File: src/rtl/printhead_capture_controller.sv
// Printhead snoop: samples an asynchronous printhead clock/data/latch bus, feeds an external SIPO,
// and emits the captured dots as a valid/ready word stream with per-line completion and error flags.
module printhead_capture_controller #(
    parameter int WORD_WIDTH    = 8,
    parameter int MAX_LINE_BITS = 832,
    localparam int LB_W         = $clog2(MAX_LINE_BITS + 1),
    localparam int WB_W         = $clog2(WORD_WIDTH + 1)
) (
    input  logic                  clk,
    input  logic                  reset,
    input  logic                  enable,
    input  logic                  ph_clk,
    input  logic                  ph_data,
    input  logic                  ph_latch,
    output logic                  sr_write_data,
    output logic                  sr_write_enable,
    input  logic [WORD_WIDTH-1:0] sr_read_data,
    output logic [WORD_WIDTH-1:0] word_data,
    output logic [WB_W-1:0]       word_bits,
    output logic                  word_last,
    output logic                  word_valid,
    input  logic                  word_ready,
    output logic                  line_done,
    output logic [LB_W-1:0]       line_bits,
    output logic                  overrun,
    output logic                  line_overflow,
    input  logic                  status_clear
);

    localparam logic [WB_W-1:0] WORD_FULL = WB_W'(WORD_WIDTH);
    localparam logic [LB_W-1:0] LINE_MAX  = LB_W'(MAX_LINE_BITS);

    typedef enum logic [1:0] {DISABLED, CAPTURE, LOAD_WORD, FLUSH} state_t;

    state_t          state;
    logic            ph_clk_s1, ph_clk_s2, ph_clk_s3;
    logic            ph_data_s1, ph_data_s2;
    logic            ph_latch_s1, ph_latch_s2, ph_latch_s3;
    logic [1:0]      prime_cnt;
    logic            clk_rise, latch_rise;
    logic [WB_W-1:0] bits_in_word;
    logic [LB_W-1:0] line_count;
    logic            flush_pending;
    logic            load_now;
    logic [WB_W-1:0] load_bits;
    logic            load_last;

    // Edges seen while the synchroniser is still filling after reset are stale, so they are masked.
    always_ff @(posedge clk) begin
        if (reset) begin
            {ph_clk_s1, ph_clk_s2, ph_clk_s3}       <= '0;
            {ph_data_s1, ph_data_s2}                <= '0;
            {ph_latch_s1, ph_latch_s2, ph_latch_s3} <= '0;
            prime_cnt                               <= '0;
        end else begin
            {ph_clk_s3, ph_clk_s2, ph_clk_s1}       <= {ph_clk_s2, ph_clk_s1, ph_clk};
            {ph_data_s2, ph_data_s1}                <= {ph_data_s1, ph_data};
            {ph_latch_s3, ph_latch_s2, ph_latch_s1} <= {ph_latch_s2, ph_latch_s1, ph_latch};
            if (prime_cnt != 2'd3)
                prime_cnt <= prime_cnt + 2'd1;
        end
    end

    assign clk_rise   = ph_clk_s2 & ~ph_clk_s3 & (prime_cnt == 2'd3);
    assign latch_rise = ph_latch_s2 & ~ph_latch_s3 & (prime_cnt == 2'd3);

    always_comb begin
        load_now  = 1'b0;
        load_bits = WORD_FULL;
        load_last = 1'b0;
        if (enable) begin
            case (state)
                LOAD_WORD: load_now = 1'b1;
                FLUSH: begin
                    load_now  = (bits_in_word != '0);
                    load_bits = bits_in_word;
                    load_last = 1'b1;
                end
                default: ;
            endcase
        end
    end

    // Error-flag sets come after status_clear so a same-cycle set wins; SIPO reads happen at least
    // one cycle after the last sr_write_enable so the newest bit is already shifted in.
    always_ff @(posedge clk) begin
        if (reset) begin
            state           <= DISABLED;
            sr_write_enable <= 1'b0;
            sr_write_data   <= 1'b0;
            word_data       <= '0;
            word_bits       <= '0;
            word_last       <= 1'b0;
            word_valid      <= 1'b0;
            line_done       <= 1'b0;
            line_bits       <= '0;
            overrun         <= 1'b0;
            line_overflow   <= 1'b0;
            bits_in_word    <= '0;
            line_count      <= '0;
            flush_pending   <= 1'b0;
        end else begin
            sr_write_enable <= 1'b0;
            line_done       <= 1'b0;
            if (status_clear) begin
                overrun       <= 1'b0;
                line_overflow <= 1'b0;
            end

            if (load_now) begin
                if (!word_valid || word_ready) begin
                    word_valid <= 1'b1;
                    word_data  <= sr_read_data;
                    word_bits  <= load_bits;
                    word_last  <= load_last;
                end else begin
                    overrun <= 1'b1;
                end
            end else if (word_ready) begin
                word_valid <= 1'b0;
            end

            if (!enable) begin
                state         <= DISABLED;
                bits_in_word  <= '0;
                line_count    <= '0;
                flush_pending <= 1'b0;
            end else begin
                case (state)
                    DISABLED: state <= CAPTURE;
                    CAPTURE: begin
                        if (bits_in_word == WORD_FULL) begin
                            state <= LOAD_WORD;
                            if (latch_rise)
                                flush_pending <= 1'b1;
                        end else if (clk_rise) begin
                            sr_write_enable <= 1'b1;
                            sr_write_data   <= ph_data_s2;
                            bits_in_word    <= bits_in_word + 1'b1;
                            if (line_count == LINE_MAX)
                                line_overflow <= 1'b1;
                            else
                                line_count <= line_count + 1'b1;
                            if (latch_rise)
                                flush_pending <= 1'b1;
                        end else if (latch_rise || flush_pending) begin
                            state <= FLUSH;
                        end
                    end
                    LOAD_WORD: begin
                        bits_in_word  <= '0;
                        flush_pending <= 1'b0;
                        state         <= (flush_pending || latch_rise) ? FLUSH : CAPTURE;
                    end
                    FLUSH: begin
                        line_done     <= 1'b1;
                        line_bits     <= line_count;
                        flush_pending <= 1'b0;
                        state         <= CAPTURE;
                        // A dot clocked right after the latch is the first bit of the next line.
                        if (clk_rise) begin
                            sr_write_enable <= 1'b1;
                            sr_write_data   <= ph_data_s2;
                            bits_in_word    <= WB_W'(1);
                            line_count      <= LB_W'(1);
                        end else begin
                            bits_in_word <= '0;
                            line_count   <= '0;
                        end
                    end
                    default: state <= DISABLED;
                endcase
            end
        end
    end

endmodule

File: config.mk
export PLATFORM = sky130hd
export DESIGN_NAME = printhead_capture_controller
export DESIGN_NICKNAME = d
export VERILOG_FILES = /design/src/rtl/printhead_capture_controller.sv
export SDC_FILE = /design/constraint.sdc
export NUM_CORES = 1
export LEC_CHECK = 0
export BUFFER_PORTS_ARGS = -buffer_cell sky130_fd_sc_hd__buf_4
export CAP_MARGIN = 20
export CORE_MARGIN = 2
export CORE_UTILIZATION = 45
export DETAILED_ROUTE_END_ITERATION = 8
export PLACE_DENSITY_LB_ADDON = 0.08
export SLEW_MARGIN = 20
export SYNTH_ARGS = -nofsm -noshare
export SYNTH_HDL_FRONTEND = slang
export SYNTH_SLANG_ARGS = --single-unit
File: constraint.sdc
create_clock -name clk -period 3.3 [get_ports clk]
set_input_delay 0.33 -clock clk [delete_from_list [all_inputs] [get_ports clk]]
set_output_delay 0.33 -clock clk [all_outputs]
set_load 0.1 [all_outputs]
==> Flow_metrics.wiki <==
{| class="wikitable"
! Metric !! Value
|-
| Min-delay src || ph_clk
|-
| Root cell of the clock tree || clkbuf_8
|-
| Synthesis warning total || 0
|-
| Setup repair after global routing missed its margin || false
|-
| Distinct cell type count of the synthesized netlist || 44
|-
| # diodes || 0
|-
| First-pass GRT wire length || 8910 microns
|-
| Kind of critical path || reg2reg
|-
| Ratio of final minimum period to clock period || 64.8%
|-
| Worst setup EP type || flop
|-
| Post-synthesis sequential area ratio || 47.5%
|-
| Number of hold-slack violations in the final timing report || 0
|-
| Reg-to-reg critical path startpoint || bits_in_word[0]
|-
| Flip-flop and latch area || 1120 sq um
|-
| Via density per instance || 5.25
|-
| Final setup violation count || 0
|-
| Post-route ant nets || 0
|-
| Area taken by multi-input logic gates || 1140 sq um
|-
| CTS Hold Buffers Added || 0
|-
| TritonCTS clock tree || yes
|-
| Most common library cell in the layout ignoring fill and taps || dfxtp_1
|-
| Final count of pins violating max slew || 0
|-
| Via count of the routed design || 1954
|-
| Most used cells in the layout excluding fill and tap cells || 56 x dfxtp_1, 44 x buf_4, 34 x nand2_1, 26 x a21oi_1, 26 x nor2_1
|-
| Layout overhead on the synthesized area || 19.3%
|-
| Worst Clk Skew || 0.00700 ns
|-
| Maximum count of clock buffers along a single path || 2
|-
| Count of input and output buffers || 44
|-
| Count of flip-flops with a built-in enable after synthesis || 0
|-
| Number of buffers added by the clock tree synthesis step || 5
|-
| Post-layout total power || 1.18 mW
|-
| Die Footprint || 5840 sq um
|-
| Starting utilization of the core area || 46.5%
|-
| Area contributors post-synth || dfxtp_1 48%, mux2i_1 5.9%, a21oi_1 5.5%
|-
| Run status || finished clean
|-
| Placer congestion estimate || 0.875
|-
| Worst IR drop on VDD || 0.255 mV
|-
| Placeable core region || 5070 sq um
|-
| Post-CTS setup buffer count || 0
|-
| Power Density || 421 nW/um^2
|-
| Syn Area/Cell || 8.93 sq um
|-
| Crit Path Max Fanout || 17
|-
| Hold WC Path Type || in2reg
|-
| Cell area after layout || 2810 sq um
|-
| Actual slew at the worst max-slew pin || 0.849 ns
|-
| Height of the die || 76.4 microns
|-
| Total number of placement rows || 26
|-
| Ratio of cells with drive above 1 in the final layout || 19.9%
|-
| Number of ports placed on the die boundary || 45
|-
| Dpl cell area || 2710 sq um
|-
| Clock H-tree levels || 2
|-
| Min Clock Period, post-route || 2.14 ns
|-
| Initial DRC Count || 115
|-
| #FFs+latches synth || 56
|-
| GRT Total Usage || 18.6%
|-
| Highest attainable clock frequency || 468 MHz
|-
| Source-to-sink clock delay at the later pin of the worst-skew pair || 0.31 ns
|-
| Count of unresolved DRC violations after routing || 0
|-
| Maximum number of pins on one net before global-route repair || 39
|-
| Worst Setup Slack post-DPL || 1.18 ns
|-
| Synth Flop Type || dfxtp_1
|-
| Sinks on the clock net || 56
|-
| Leftover overflow at the end of global routing || 0
|-
| Critical path, cell by cell || inv_1 -> ha_1 -> and4bb_1 -> nor3_4 -> mux2i_1 -> nor2_1
|-
| Post-synthesis cell area || 2360 sq um
|-
| Yosys top cell area share || 47.5%
|-
| Total of cells resized after clock tree synthesis || 0
|-
| Detailed Routing Iterations Pass 1 || 4
|-
| Setup total negative slack || 0 ns
|-
| Worst max-slew margin expressed relative to the limit || 43.2%
|-
| Final HPWL DP || 3510 microns
|-
| Clock-pin slew on the worst setup and hold paths || 0.09 ns
|-
| Max cap viols || 0
|-
| Highest-delay cell along the critical path || nor3_4
|-
| LEAKAGE || 1.06 nW
|-
| Async set-reset flop share out of synthesis || 0%
|-
| Worst-case setup margin in the final layout || 1.16 ns
|-
| Post-Syn Nets || 285
|-
| Post-Synthesis Cells || 264
|-
| Layout filler cell count || 513
|-
| Critical Path Max Stage Delay || 0.71 ns
|-
| Cell taking the most area after synthesis || dfxtp_1
|-
| Worst setup SP type || flop
|-
| Vias in the first global route || 1943
|-
| Worst endpoint required time || 3.48 ns
|-
| Die Width || 76.4 microns
|-
| Average detailed-routed wire length per instance || 13.7 microns
|-
| Fin util || 55.4%
|-
| Antenna violations before repair || 0
|-
| Source of the critical timing path || bits_in_word[0]
|-
| Total wire length || 5100 microns
|-
| Net total in the final layout || 322
|-
| Worst EP arrival || 2.32 ns
|}
-- cells by family (layout without fill, tap and decap cells) --
group	count (synthesis)	count (layout)	share of synthesized area [%]
simple gates	120	120	27.2
flops	56	56	47.5
compound gates	45	45	11.5
buf+inv	21	59	4.09
mux	14	14	5.94
fa+ha+maj	5	5	2.65
xor+xnor	3	3	1.11
-- cell usage after synthesis (all sizes together), types with 2 or more instances --
cell type / instances
or2: 2
nor2b: 11
dfxtp: 56
and4: 2
nor4: 5
ha: 5
o31ai: 5
mux2i: 14
buf: 6
or4: 3
and3: 2
nand2: 34
nor2: 26
o21ai: 4
nor3: 2
nand2b: 5
nand4: 6
o211ai: 2
and3b: 3
a21oi: 27
inv: 7
nand3: 8
xor2: 3
clkbuf: 8
nand3b: 3
or3: 3
-- sequential cells by signal, summed over array words and instances (netlist names), 2 cells and up --
| register | count |
|---|---|
| word_bits | 4 |
| bits_in_word | 4 |
| prime_cnt | 2 |
| word_data | 8 |
| line_count | 10 |
| state | 2 |
| line_bits | 10 |
-- area by class of cell --
| type | instances | area share, % |
|---|---|---|
| timing repair buffer | 44 | 11.7 |
| clock inverter | 2 | 1.24 |
| inverter | 7 | 0.934 |
| clock buffer | 6 | 2.58 |
| sequential | 56 | 39.8 |
| tap | 70 | 3.11 |
| multi-input combinational | 187 | 40.6 |
-- power breakdown --
group / total [mW] / internal (mW) / switching (mW)
clock: 0.440 / 0.226 / 0.214
combinational: 0.0520 / 0.0249 / 0.0271
sequential: 0.692 / 0.686 / 0.00614
total: 1.18 / 0.936 / 0.247
-- metrics by stage --
stage / instances / hold WS [ns]
global route: 372 / 0.228
floorplan: 264 / 0.414
CTS: 372 / 0.228
finish: 372 / 0.233
detailed placement: 364 / 0.428
global placement: 364 / 0.417
-- layer usage --
metal	part of all wire, %	global-route usage [%]
met1	46	22.9
met4	1.8	7.64
met5	0	0
met2	47	31.0
met3	4.4	4.98
-- path summary, 6_finish.rpt --
kind	endpoint	slack, ns	cells after the start
setup / recovery	word_data[7]	1.16	6
hold reg to reg	ph_data_s2	0.44	1
hold / removal	ph_clk_s1	0.23	2
setup reg to reg	word_data[7]	1.16	6
-- worst max-delay path, delay by kind of cell (launching register included) --
family,cells,cell delay (ns)
fa+ha+maj,1,0.23
simple gates,3,1.02
mux,1,0.27
flops,1,0.43
buf+inv,1,0.07
No activity file was read; power rests on OpenSTA's default activity.
